--- src/rtl/sio_pad_seq_pkg.sv ---
// sio_pad_seq_pkg: shared state encoding, pad control word layout and safe word.
`default_nettype none

package sio_pad_seq_pkg;

  typedef enum logic [2:0] {
    ST_OFF        = 3'd0,
    ST_POWERUP    = 3'd1,
    ST_ACTIVE     = 3'd2,
    ST_HOLD_SETUP = 3'd3,
    ST_HOLD       = 3'd4
  } state_t;

  localparam int CFG_W         = 11;
  localparam int CNT_W         = 8;
  localparam int CFG_OUT       = 0;
  localparam int CFG_OE_N      = 1;
  localparam int CFG_HLD_OVR   = 2;
  localparam int CFG_IBUF_SEL  = 3;
  localparam int CFG_VREG_EN   = 4;
  localparam int CFG_VTRIP_SEL = 5;
  localparam int CFG_SLOW      = 6;
  localparam int CFG_INP_DIS   = 7;
  localparam int CFG_DM        = 8;
  localparam int CFG_DM_W      = 3;

  // Output driver off (OE_N=1), DM=000, everything else cleared.
  localparam logic [CFG_W-1:0] CFG_SAFE = 11'h002;

endpackage

`default_nettype wire

--- src/rtl/sio_in_sync.sv ---
// sio_in_sync: multi-flop synchroniser for the pad input plus edge detection.
`default_nettype none

module sio_in_sync #(
  parameter int SYNC_STAGES = 2
) (
  input  logic clk,
  input  logic reset_b,
  input  logic in,
  output logic in_sync,
  output logic in_rise,
  output logic in_fall
);

  logic [SYNC_STAGES-1:0] sync_q;
  logic                   prev_q;

  always_ff @(posedge clk or negedge reset_b) begin
    if (!reset_b) begin
      sync_q <= '0;
      prev_q <= 1'b0;
    end else begin
      sync_q <= {sync_q[SYNC_STAGES-2:0], in};
      prev_q <= sync_q[SYNC_STAGES-1];
    end
  end

  assign in_sync = sync_q[SYNC_STAGES-1];
  assign in_rise = in_sync & ~prev_q;
  assign in_fall = ~in_sync & prev_q;

endmodule

`default_nettype wire

--- src/rtl/sio_pad_seq.sv ---
// sio_pad_seq: power-up / hold sequencer for a special I/O pad with a
// shadowed configuration word and synchronised input edge detection.
`default_nettype none

module sio_pad_seq
  import sio_pad_seq_pkg::*;
#(
  parameter int SETTLE_CYCLES = 4,
  parameter int SYNC_STAGES   = 2
) (
  input  logic             clk,
  input  logic             reset_b,
  input  logic             req_en,
  input  logic             req_hold,
  input  logic             cfg_load,
  input  logic [CFG_W-1:0] cfg,
  output logic [CFG_W-1:0] pad_cfg,
  output logic             enable_h,
  output logic             hld_h_n,
  input  logic             in,
  output logic             in_sync,
  output logic             in_rise,
  output logic             in_fall,
  output logic             ready,
  output logic             cfg_err
);

  localparam logic [CNT_W-1:0] SETTLE_LOAD = CNT_W'(SETTLE_CYCLES - 1);

  state_t             state, state_nxt;
  logic [CNT_W-1:0]   cnt, cnt_nxt;
  logic [CFG_W-1:0]   shadow, shadow_nxt;
  logic               cfg_err_nxt;
  logic               load_full, load_io;
  logic               raw_rise, raw_fall, edge_en;

  always_comb begin
    state_nxt   = state;
    shadow_nxt  = shadow;
    cfg_err_nxt = 1'b0;
    cnt_nxt     = cnt;

    // Loads are judged by the state the FSM is in now, not where it goes.
    load_full = (state == ST_ACTIVE) || (state == ST_POWERUP);
    load_io   = (state == ST_HOLD) && shadow[CFG_HLD_OVR];
    if (cfg_load) begin
      if (load_full) begin
        shadow_nxt = cfg;
      end else if (load_io) begin
        shadow_nxt[CFG_OE_N] = cfg[CFG_OE_N];
        shadow_nxt[CFG_OUT]  = cfg[CFG_OUT];
      end else begin
        cfg_err_nxt = 1'b1;
      end
    end

    case (state)
      ST_OFF:        if (req_en)      state_nxt = ST_POWERUP;
      ST_POWERUP:    if (cnt == '0)   state_nxt = ST_ACTIVE;
      ST_ACTIVE:     if (req_hold)    state_nxt = ST_HOLD_SETUP;
      ST_HOLD_SETUP: if (cnt == '0)   state_nxt = ST_HOLD;
      ST_HOLD:       if (!req_hold)   state_nxt = ST_ACTIVE;
      default:                        state_nxt = ST_OFF;
    endcase
    if (state != ST_OFF && !req_en) state_nxt = ST_OFF;

    if (state_nxt != state &&
        (state_nxt == ST_POWERUP || state_nxt == ST_HOLD_SETUP)) begin
      cnt_nxt = SETTLE_LOAD;
    end else if (cnt != '0) begin
      cnt_nxt = cnt - 1'b1;
    end
  end

  always_ff @(posedge clk or negedge reset_b) begin
    if (!reset_b) begin
      state    <= ST_OFF;
      cnt      <= '0;
      shadow   <= CFG_SAFE;
      pad_cfg  <= CFG_SAFE;
      enable_h <= 1'b0;
      hld_h_n  <= 1'b0;
      ready    <= 1'b0;
      cfg_err  <= 1'b0;
    end else begin
      state    <= state_nxt;
      cnt      <= cnt_nxt;
      shadow   <= shadow_nxt;
      pad_cfg  <= (state_nxt == ST_OFF) ? CFG_SAFE : shadow_nxt;
      // On shutdown the pad word goes safe first; enable drops a cycle later.
      enable_h <= (state_nxt != ST_OFF) || (state != ST_OFF);
      hld_h_n  <= (state_nxt == ST_ACTIVE) || (state_nxt == ST_HOLD_SETUP);
      ready    <= (state_nxt == ST_ACTIVE);
      cfg_err  <= cfg_err_nxt;
    end
  end

  sio_in_sync #(
    .SYNC_STAGES (SYNC_STAGES)
  ) u_in_sync (
    .clk     (clk),
    .reset_b (reset_b),
    .in      (in),
    .in_sync (in_sync),
    .in_rise (raw_rise),
    .in_fall (raw_fall)
  );

  assign edge_en = ((state == ST_ACTIVE) || (state == ST_HOLD)) &&
                   !shadow[CFG_INP_DIS] &&
                   (shadow[CFG_DM +: CFG_DM_W] != '0);
  assign in_rise = raw_rise & edge_en;
  assign in_fall = raw_fall & edge_en;

endmodule

`default_nettype wire
--- config.mk ---
export PLATFORM = sky130hd
export DESIGN_NAME = sio_pad_seq
export DESIGN_NICKNAME = d
export VERILOG_FILES = /design/src/rtl/sio_pad_seq_pkg.sv /design/src/rtl/sio_in_sync.sv /design/src/rtl/sio_pad_seq.sv
export SDC_FILE = /design/constraint.sdc
export NUM_CORES = 1
export LEC_CHECK = 0
export CAP_MARGIN = 5
export CORE_UTILIZATION = 46
export CTS_BUF_LIST = sky130_fd_sc_hd__clkbuf_16
export CTS_CLUSTER_DIAMETER = 60
export DETAILED_ROUTE_END_ITERATION = 7
export PLACE_DENSITY = 0.74
export SETUP_SLACK_MARGIN = 0.5
export SLEW_MARGIN = 10
export SYNTH_ARGS = -nofsm -noshare
export SYNTH_HDL_FRONTEND = slang
export SYNTH_HIERARCHICAL = 1
export SYNTH_SLANG_ARGS = --single-unit
--- constraint.sdc ---
create_clock -name clk -period 1.9 [get_ports clk]
set_clock_uncertainty 0.1 [all_clocks]
set_input_delay 0.19 -clock clk [delete_from_list [all_inputs] [get_ports clk]]
set_output_delay 0.19 -clock clk [all_outputs]
set_load 0.005 [all_outputs]
# After elaboration in Yosys (flattened, before gate mapping)
# Index checks and enable logic that the tools add are counted.
# word_totals
input_bits,17
reg_bits,40
word_cells,62
latch_bits,0
mem_bits_rw,0
n_memories,0
rom_bits,0
# classes
n_reduce_logical,20
magnitude_cmp,0
n_bitwise,6
n_mul,0
mux,17
eq_ne,8
shifts,0
n_addsub,1
n_div,0
# op_table
op,count
11-bit 2-to-1 mux,2
3-bit 2-to-1 mux,6
8-bit 2-to-1 mux,2
3-bit one-hot mux with 5 select lines,1
"3-bit by 2-bit == test with 1-bit output, second input constant",4
9-bit 2-to-1 mux,1
3-bit nonzero test,3
8-bit logical NOT,1
8-bit nonzero test,1
"8-bit by 1-bit subtractor with 8-bit output, second input constant",1
"3-bit by 1-bit == test with 1-bit output, second input constant",2
3-bit logical NOT,2
1-bit logical AND,5
1-bit logical OR,5
1-bit bitwise AND,4
2-bit 2-to-1 mux,2
"3-bit == test, second input constant",1
1-bit 2-to-1 mux,3
3-bit inequality test,1
1-bit logical NOT,2
1-bit inverter,2
2-bit nonzero test,1

# Depth between registers and ports, before layout
# logic_depth
word_depth,8
ltp_mapped,5
depth_no_buf,5

# Cells and area by module
# Netlist, hierarchy kept.
# by_module_without_submodules
module,cells_each,area_each_um2,instances
sio_pad_seq,164,1682.9,1
sio_in_sync,5,90.1,1

# Worst setup path before layout
# No wires, ideal clock.
# synth_path
kind,reg-to-reg
startpoint,reg cnt[0]
endpoint,reg cnt[6]
required_ps,1722
path_buffers,0
path_slack_ps,45
arrival_time_ps,1677
stages_incl_launch_ff,6
path_cell_list,dfrtp_1 inv_1 ha_1 or4b_4 or4b_1 a21oi_1
# synth_via
elab_chain_cells,8
word_cells_on_any_way,15
classes_between,1 x add/sub; 3 x eq/ne; 6 x mux; 5 x reduce/logical
# synth_lines
item,line_no,source
"start, declared",sio_pad_seq.sv:31,"logic [CNT_W-1:0] cnt, cnt_nxt;"
"start signal, assigned",sio_pad_seq.sv:87,cnt <= cnt_nxt;
8-bit logical NOT,"sio_pad_seq.sv:59, sio_pad_seq.sv:61",
3-bit 2-to-1 mux (on tied branches),"sio_pad_seq.sv:61, sio_pad_seq.sv:59",
3-bit one-hot mux with 5 select lines,sio_pad_seq.sv:57,case (state)
3-bit 2-to-1 mux,sio_pad_seq.sv:65,if (state != ST_OFF && !req_en) state_nxt = ST_OFF;
3-bit by 1-bit == test with 1-bit output / 3-bit by 2-bit == test with 1-bit output (equally long branches),sio_pad_seq.sv:68,(state_nxt == ST_POWERUP || state_nxt == ST_HOLD_SETUP)) begin
1-bit logical OR,sio_pad_seq.sv:68,
1-bit logical AND,sio_pad_seq.sv:67,if (state_nxt != state &&
8-bit 2-to-1 mux / 2-bit nonzero test (equally long branches),--,
# Parallel ways exist; a longest one is shown, timed or not. The select of a mux whose other input is x is not followed.
# A chain may end at the register's enable or synchronous reset.

# Worst setup path after layout
# layout_path
startpoint,reg cnt[1]
endpoint,reg cnt[6]
# Same word-level chain as after synthesis.

==> flow_metrics.py <==
metrics = {
    "global_route": {
        "wire_length_of_the_first_global_routing_pass_mm": 9.46,
        "grt_start_max_net_pins": 41,
        "number_of_antenna_violations_at_the_first_check_in_global_routing": 0,
        "first_global_vias": 1830,
        "groute.usage.overall_pct": 31.3,
        "globalRouteOverflowTotal": 0,
    },
    "floorplan": {
        "chipWidth_um": 64.1,
        "core-area_um2": 3690,
        "design.die.area_um2": 4110,
        "ios": 35,
        "fp-row-count": 22,
        "start_util_pct": 48.1,
        "fp.dieH_um": 64.1,
    },
    "routing": {
        "wl_per_cell_um": 25.3,
        "initialDrtViolationCount": 208,
        "route.vias.total": 1937,
        "drtAntennaViolNets": 0,
        "via_per_inst": 6.35,
        "detail_route.first_pass.iterations": 4,
        "route.detailed.drc": 0,
        "postRouteWirelength_mm": 7.73,
    },
    "finish": {
        "layout_commonest_cell": "sky130_fd_sc_hd__dfrtp_1",
        "area_growth_pct": 90.9,
        "fillCellCount": 131,
        "layout.cells.most_common_list": "37 x sky130_fd_sc_hd__dfrtp_1, 24 x sky130_fd_sc_hd__buf_4, 18 x sky130_fd_sc_hd__buf_6",
        "utilization_pct": 91.8,
        "n_antenna_cell": 0,
        "multiInputGateArea_um2": 1280,
        "post_route_cells_drive_above_1_share_pct": 52.9,
        "seqCellArea_um2": 1000,
        "final_cells": 305,
        "layout.cell_area.non_filler_um2": 3380,
        "fin_nets": 274,
    },
    "run_status": {
        "outcome": "finished, violations left",
        "failed_checks": "setup timing",
    },
    "timing": {
        "post-route-period-util_pct": 102,
        "fin_hold_ws_ns": 0.271,
        "finalSetupTns_ns": -0.0766,
        "final_count_of_hold_timing_violations": 0,
        "setup_ws_ns": -0.0427,
        "rsz0062_at_grt": "true",
        "worstMarginPinSlew_ns": 0.509,
        "maxSlewHeadroom_pct": 66.1,
        "timing.final.setup_violations": 2,
        "fmax_mhz": 515,
        "final_critical_path_required_period_ns": 1.94,
        "timing.final.max_slew_violations": 0,
    },
    "power_and_ir_drop": {
        "design_power_total_mw": 4.35,
        "power.ir.vdd_worst_mv": 1.09,
        "power_per_cell_area_nw_per_um2": 1290,
        "power.static_leakage_nw": 1.60,
    },
    "yosys": {
        "synthesized_flop_and_latch_total": 40,
        "synth_warnings": 6,
        "async_reset_ff_share_pct": 100,
        "synthesis.area_um2": 1770,
        "synth_cell_types": 45,
        "syn-mean-instance-area_um2": 10.5,
        "most_used_flip_flop_cell_after_synthesis": "sky130_fd_sc_hd__dfrtp_1",
        "post_synth_edffs": 0,
        "syn_nets": 187,
        "synthesis.instances": 169,
        "synth.yosys.seq_area_share_pct": 56.6,
    },
    "worst_setup_path": {
        "required_ns": 2.01,
        "arrival_ns": 2.06,
        "critPathCaptureType": "register",
        "crit_path_max_fanout": 2,
        "startpoint_type": "register",
        "worst-setup-path-type": "register to register",
    },
    "cts": {
        "clk_path_buf_depth": 2,
        "clock_tree_from_tritoncts": "yes",
        "cts.sink_count": 40,
        "cell_at_the_root_of_the_clock_tree": "sky130_fd_sc_hd__clkbuf_16",
        "clkLatencyLatePin_ns": 0.29,
        "htreeDepth": 2,
        "cts_inserted_buffers": 5,
        "clk_pin_slew_ns": 0.06,
    },
    "run": {
        "max_capacitance_violation_count": 0,
    },
    "place": {
        "place.gp.congestion": 0.792,
        "dp.final_hpwl_mm": 2.60,
        "dpl.cell_count": 254,
        "instance_area_after_placement_um2": 2240,
        "dp_slack_ns": -0.0523,
        "io_buffers": 34,
    },
    "min_path": {
        "holdCritPathClass": "register to register",
    },
}
[area by class of cell]
| type | count | area share [%] |
|---|---|---|
| multi-input cells | 122 | 37.9 |
| flip-flops and latches | 40 | 29.7 |
| repair buffers | 82 | 25.3 |
| clock buffers | 5 | 3.70 |
| well taps | 48 | 1.77 |
| clock inverters | 3 | 1.11 |
| inverters | 5 | 0.555 |
[layer usage]
layer  GRT usage [%]  up-vias  wire [µm]
met3            5.89       38        627
met2            53.7      136       3940
li1                -      787          -
met1            39.6      976       2810
met4            10.5        0        344
met5               0        -          0
[where the power goes]
group	total [mW]	switching [mW]	internal, mW	leakage (nW)
combinational	2.10	1.03	1.07	1.02
sequential	1.30	0.207	1.10	0.503
clock	0.949	0.339	0.611	0.0789
[registers in the layout (all words and copies together), names as in the netlist]
register	flops
u_in_sync/sync_q	2
shadow	11
state	3
u_in_sync/prev_q	1
cfg_err	1
ready	1
enable_h	1
cnt	8
pad_cfg	11
hld_h_n	1
[synth_stat cells, drive strengths merged (2+ instances only)]
cell	instances	area share (%)
nor2b	6	2.1
a21oi	15	4.2
or2	2	0.71
mux2	3	1.9
dfrtp	38	54
and2	3	1.1
nand3	11	3.1
nand4	3	1.1
nand2	13	2.8
or3	3	1.1
xnor2	2	0.99
nor3	5	1.4
or4	3	1.3
o211ai	2	0.85
buf	4	0.99
or4b	2	1.3
dfstp	2	3.0
mux2i	2	1.1
nor2	3	0.64
nand2b	2	0.71
o21ai	19	5.4
inv	5	1.1
nand3b	2	0.85
[cell families (layout without fill, tap and decap cells)]
family	count (synthesis)	count (layout)	share of synthesized area [%]
compound gates	44	44	14.1
xor+xnor	3	5	1.48
fa+ha+maj	1	1	0.706
buf+inv	10	95	2.26
flops	40	40	56.6
mux	5	5	3.03
simple gates	66	67	21.8
[worst max-delay path, stage by stage, from the launching register on]
cell and delay (ns):
sky130_fd_sc_hd__dfrtp_1 0.42, sky130_fd_sc_hd__inv_2 0.09, sky130_fd_sc_hd__ha_4 0.14, sky130_fd_sc_hd__or4b_4 0.46, sky130_fd_sc_hd__or4b_4 0.51, sky130_fd_sc_hd__a21oi_2 0.15
[path summary, 6_finish.rpt]
path                       cells past startpoint  slack (ns)             endpoint                 from
max                                            5       -0.04               cnt[6]               cnt[1]
min                                            0        0.27  u_in_sync/sync_q[1]  u_in_sync/sync_q[0]
max reg2reg                                    5       -0.04               cnt[6]               cnt[1]
min reg2reg                                    0        0.27  u_in_sync/sync_q[1]  u_in_sync/sync_q[0]
max in group asynchronous                      3        0.91               cnt[4]              reset_b
min in group asynchronous                      3        0.41            shadow[7]              reset_b
[timing repair]
action	in CTS	in global routing
setup buffers	27	12
hold buffers	1	0
setup endpoints to repair	39	52
resized for setup	103	56
hold endpoints to repair	38	0
pin swaps	28	23
cloned	3	0
Note: power is estimated with default switching activity, not from simulation.
